$ cat config.mk
export PLATFORM = sky130hd
export DESIGN_NAME = stopwatch_lap_ctl
export DESIGN_NICKNAME = d
export VERILOG_FILES = /design/src/rtl/stopwatch_lap_ctl.sv
export SDC_FILE = /design/constraint.sdc
export NUM_CORES = 1
export LEC_CHECK = 0
export CORE_UTILIZATION = 50
export CTS_BUF_LIST = sky130_fd_sc_hd__clkbuf_8
export CTS_CLUSTER_SIZE = 16
export DETAILED_ROUTE_END_ITERATION = 10
export PLACE_DENSITY = 0.77
export SYNTH_ARGS = -nofsm -noshare
export SYNTH_HDL_FRONTEND = slang
export SYNTH_SLANG_ARGS = --single-unit
$ cat constraint.sdc
create_clock -name clk -period 2.2 [get_ports clk]
set_clock_uncertainty 0.2 [all_clocks]
set_input_delay 0.22 -clock clk [delete_from_list [all_inputs] [get_ports clk]]
set_output_delay 0.22 -clock clk [all_outputs]
set_load 0.02 [all_outputs]
$ cat src/rtl/stopwatch_lap_ctl.sv
// rtl/stopwatch_lap_ctl.sv - stopwatch start/stop/split control with lap recorder
// Optional PAUSED auto-idle timeout enabled by defining STOPWATCH_AUTOIDLE_EN.
module stopwatch_lap_ctl #(
    parameter int LAP_DEPTH    = 8,
    parameter int LAP_WRAP     = 0,
    parameter int IDLE_TIMEOUT = 1000,
    localparam int LAP_W       = $clog2(LAP_DEPTH)
) (
    input  logic             clk,
    input  logic             reset,
    input  logic             trig,
    input  logic             split,
    output logic             init_regs,
    output logic             count_enabled,
    output logic             display_hold,
    output logic             lap_wr,
    output logic [LAP_W-1:0] lap_idx,
    output logic [LAP_W:0]   lap_count,
    output logic             lap_full
);

    typedef enum logic [3:0] {
        S_IDLE     = 4'b0001,
        S_COUNTING = 4'b0010,
        S_SPLIT    = 4'b0100,
        S_PAUSED   = 4'b1000
    } state_t;

    localparam logic [LAP_W:0]   DEPTH_C = (LAP_W + 1)'(LAP_DEPTH);
    localparam logic [LAP_W-1:0] LAST_C  = LAP_W'(LAP_DEPTH - 1);

    if (LAP_DEPTH < 2) begin : g_depth_chk
        $error("stopwatch_lap_ctl: LAP_DEPTH must be at least 2");
    end
    if (IDLE_TIMEOUT < 1) begin : g_tmo_chk
        $error("stopwatch_lap_ctl: IDLE_TIMEOUT must be at least 1");
    end

    state_t           state;
    state_t           next_state;
    logic             lap_req;
    logic             lap_clear;
    logic             lap_do;
    logic [LAP_W-1:0] wr_ptr;

`ifdef STOPWATCH_AUTOIDLE_EN
    localparam int TMO_W = $clog2(IDLE_TIMEOUT + 1);
    logic [TMO_W-1:0] tmo_cnt;
    logic [TMO_W-1:0] tmo_next;
`endif

    assign init_regs = (state == S_IDLE) && !trig;

    always_comb begin
        next_state = S_IDLE;
        lap_req    = 1'b0;
        lap_clear  = 1'b0;
`ifdef STOPWATCH_AUTOIDLE_EN
        tmo_next   = '0;
`endif
        case (state)
            S_IDLE: begin
                next_state = trig ? S_COUNTING : S_IDLE;
            end
            S_COUNTING: begin
                if (trig) begin
                    next_state = S_PAUSED;
                end else if (split) begin
                    next_state = S_SPLIT;
                    lap_req    = 1'b1;
                end else begin
                    next_state = S_COUNTING;
                end
            end
            S_SPLIT: begin
                if (trig) begin
                    next_state = S_PAUSED;
                end else if (split) begin
                    next_state = S_COUNTING;
                end else begin
                    next_state = S_SPLIT;
                end
            end
            S_PAUSED: begin
                if (trig) begin
                    next_state = S_COUNTING;
                end else if (split) begin
                    next_state = S_IDLE;
                    lap_clear  = 1'b1;
                end else begin
`ifdef STOPWATCH_AUTOIDLE_EN
                    // tmo_cnt holds the number of quiet PAUSED cycles already elapsed
                    if (tmo_cnt == TMO_W'(IDLE_TIMEOUT - 1)) begin
                        next_state = S_IDLE;
                        lap_clear  = 1'b1;
                    end else begin
                        next_state = S_PAUSED;
                        tmo_next   = tmo_cnt + TMO_W'(1);
                    end
`else
                    next_state = S_PAUSED;
`endif
                end
            end
            default: begin
                next_state = S_IDLE;
            end
        endcase
    end

    // Once full, a non-wrapping recorder still enters SPLIT but writes nothing
    assign lap_do = lap_req && ((lap_count != DEPTH_C) || (LAP_WRAP != 0));

    always_ff @(posedge clk) begin
        if (reset) begin
            state         <= S_IDLE;
            count_enabled <= 1'b0;
            display_hold  <= 1'b0;
            lap_wr        <= 1'b0;
            lap_idx       <= '0;
            wr_ptr        <= '0;
            lap_count     <= '0;
            lap_full      <= 1'b0;
        end else begin
            state         <= next_state;
            count_enabled <= (next_state == S_COUNTING) || (next_state == S_SPLIT);
            display_hold  <= (next_state == S_SPLIT);
            lap_wr        <= lap_do;
            if (lap_clear) begin
                lap_idx   <= '0;
                wr_ptr    <= '0;
                lap_count <= '0;
                lap_full  <= 1'b0;
            end else if (lap_do) begin
                lap_idx <= wr_ptr;
                wr_ptr  <= (wr_ptr == LAST_C) ? '0 : wr_ptr + LAP_W'(1);
                if (lap_count != DEPTH_C) begin
                    lap_count <= lap_count + (LAP_W + 1)'(1);
                    lap_full  <= (lap_count + (LAP_W + 1)'(1)) == DEPTH_C;
                end
            end
        end
    end

`ifdef STOPWATCH_AUTOIDLE_EN
    always_ff @(posedge clk) begin
        if (reset) begin
            tmo_cnt <= '0;
        end else begin
            tmo_cnt <= tmo_next;
        end
    end
`endif

endmodule

==> summary.md <==
| Metric | Value |
|---|---|
| Post-CTS Resized | `1` |
| CP dominant cell by count | `or3_1` |
| Die Wd | `43.6 µm` |
| Final setup viols | `0` |
| # IOs | `16` |
| CP cell instances | `clkdlybuf4s50_1, or3_4, buf_4, or3_1, or3_1, a21oi_2` |
| Initial Util | `0.555` |
| PwrDens | `562 nW/µm²` |
| Hold crit path type | `flop to flop` |
| Final period util | `0.905` |
| CTS root buffer | `clkbuf_8` |
| Antenna-violating nets left | `0` |
| CTS tree | `done` |
| GRT Util Overall | `0.198` |
| Die H | `43.6 µm` |
| Placed Cells | `127` |
| Setup slack, reg-to-reg | `250 ps` |
| Tmin final | `1990 ps` |
| FFs w/ async S/R, synth | `0` |
| Hold depth | `2` |
| Clock slew at reported path FFs | `60 ps` |
| Core area | `1560 µm²` |
| Register-to-Register Path Depth | `5` |
| Buffers on Ports | `15` |
| Hold path endpoint | `lap_full` |
| Worst Max-Slew Pin Slew | `between 300 and 400 ps` |
| Clk Latency, worst-skew pair | `250 ps` |
| Global route overflow | `0` |
| CP Data Required Time | `2190 ps` |
| Critical R2R Launch | `state[3]` |
| Mapped Area | `866 µm²` |
| Via count | `between 700 and 800` |
| Min-delay src | `lap_full` |
| Layout Area Growth over Synthesis | `26.3%` |
| Max Fclk | `502 MHz` |
| EDFF count, synth | `0` |
| Top cell type's share of synthesized area | `0.416` |
| Crit start category | `primary input` |
| Synth area leaders | `dfxtp_1 (42%), mux2i_1 (6.9%), nor2_1 (6.1%)` |
| Leak | `a little over 0.0004 µW` |
| Synth Flop Type | `dfxtp_1` |
| Die ar. | `1900 µm²` |
| Drt drc | `1` |
| Top-count cell post-synth | `dfxtp_1` |
| Routed vias/inst | `5.71` |
| Peak supply drop | `0.356 mV` |
| First-pass GRT wire length | `between 2000 and 3000 µm` |
| Critical path endpoint category | `flop` |
| Top cells by count, synth | `dfxtp_1 (18), nor2_1 (14), inv_1 (6), mux2i_1 (6)` |
| Hold-fix buffers, CTS | `0` |
| Max-slew headroom | `0.746` |
| Hpwl dp | `approximately 1200 µm` |
| Initial antenna violation count | `0` |
| Yosys warns | `0` |
| Syn Nets | `slightly above 100` |
| Routability Congestion | `0.861` |
| Status | `finished, violations left` |
| N_diodes | `0` |
| Max-Cap Viols | `0` |
| TritonCTS Buffers | `3` |
| Fillers | `123` |
| Site row count | `14` |
| Finished Layout Cells | `130` |
| CP peak stage delay | `420 ps` |
| Final nets | `about 120` |
| Leading area contributor after synthesis | `dfxtp_1` |
| Avg WL per Cell | `approximately 12 µm` |
| Final Slew Violations | `0` |
| Clock Sinks | `18` |
| Seq/Total Area, Yosys | `0.416` |
| Drt total wl | `1600 µm` |
| Unrepaired setup endpoints after global routing | `false` |
| Initial DRC Count | `14` |
| Share of cells above drive strength 1 | `0.123` |
| Number of global-route vias before repair | `641` |
| Clk buf depth | `2` |
| Cells after synthesis | `94` |
| Final Hold Fails | `0` |
| Post-CTS setup buffer count | `0` |
| Seq cells post-synth | `18` |
| Avg Inst Size Synth | `9.21 µm²` |
| Worst EP arrival | `1980 ps` |
| R2R Path End | `lap_full` |
| CP Max Fanout | `3` |
| Failing checks | `DRC` |
| Final setup TNS | `0 ps` |
| Setup CP Type | `primary input to flop` |
| Drt first pass iters | `7` |
| Largest net degree at the start of global routing | `13` |
| CTS H-tree lvls | `1` |
| Count of different cell masters after synthesis | `33` |
| CP max stage cell | `clkdlybuf4s50_1` |
==> worst max-delay path: cells and delay by family <==
family | cells | cell delay, ps
buffers and inverters | 2 | 570
AOI/OAI and AO/OA | 1 | 130
and+or+nand+nor | 3 | 1050
==> cell families (layout without fill, tap and decap cells) <==
logic type,Yosys count,count (layout),share of synthesized area
multiplexers,6,6,0.0694
flip-flops,18,18,0.416
adder cells (fa/ha/maj),4,4,0.0578
buffers and inverters,10,30,0.0650
XOR/XNOR,4,4,0.0405
AO/OA/AOI/OAI,14,14,0.114
AND/OR/NAND/NOR,38,38,0.237
==> layer usage <==
metal | track usage | routed length, µm | vias to the layer above
li1 | - | - | 370
met5 | 0 | 0 | -
met3 | 0.0500 | 80 | 4
met1 | 0.252 | 724 | 347
met4 | 0.125 | 27 | 0
met2 | 0.299 | 770 | 21
==> per-stage QoR <==
stage | setup slack, ps | hold slack (ps) | util | power [µW] | area (µm²)
2_1_floorplan | 322 | 91.6 | - | 377 | 866
3_3_place_gp | -39.8 | 273 | 0.676 | 400 | 1050
3_5_place_dp | -44.9 | 268 | 0.676 | 401 | 1050
4_1_cts | 209 | 286 | 0.701 | 621 | 1090
5_1_grt | 84.9 | 317 | 0.701 | 641 | 1090
6_report | 210 | 284 | 0.701 | 615 | 1090
==> sequential cells by signal, indices dropped and copies added (netlist names) <==
| register | count |
|---|---|
| lap_count | 4 |
| state | 4 |
| lap_idx | 3 |
| wr_ptr | 3 |
| count_enabled | 1 |
| display_hold | 1 |
| lap_full | 1 |
| lap_wr | 1 |
==> worst max path at each step <==
stage | from | endpoint | slack (ps) | cells after the start
global placement | trig | lap_full | -40 | 6
floorplan | state[2] | lap_full | 320 | 5
detailed placement | trig | lap_full | -40 | 6
CTS | trig | lap_full | 210 | 6
finish | trig | lap_full | 210 | 6
global route | trig | wr_ptr[0] | 80 | 7
==> area by class of cell <==
type                            count  area (µm²)  share of cell area
Timing Repair Buffer               21         194               0.177
Sequential cell                    18         360               0.330
Inverter                            6        22.5              0.0206
Clock buffer                        3        41.3              0.0378
Multi-Input combinational cell     66         455               0.416
Tap cell                           16        20.0              0.0183
==> placed cells by master (no fill, tap or decap), types with 3 or more instances in the layout <==
cell | synthesis | final
nand2b_1 | 3 | 3
buf_4 | 1 | 6
clkbuf_8 | 0 | 3
ha_1 | 4 | 4
inv_1 | 6 | 6
clkdlybuf4s50_1 | 0 | 14
dfxtp_1 | 18 | 18
a21oi_1 | 4 | 4
nand3b_1 | 3 | 3
nand3_1 | 4 | 4
nor2_1 | 14 | 14
mux2i_1 | 6 | 6
==> power breakdown <==
part | leakage [µW] | internal, µW | switching [µW]
clock network | 0.0000216 | 122 | 102
logic | 0.000235 | 27.0 | 27.4
registers | 0.000146 | 331 | 6.63
total | 0.000402 | 479 | 136
No activity file was read; power rests on OpenSTA's default activity.
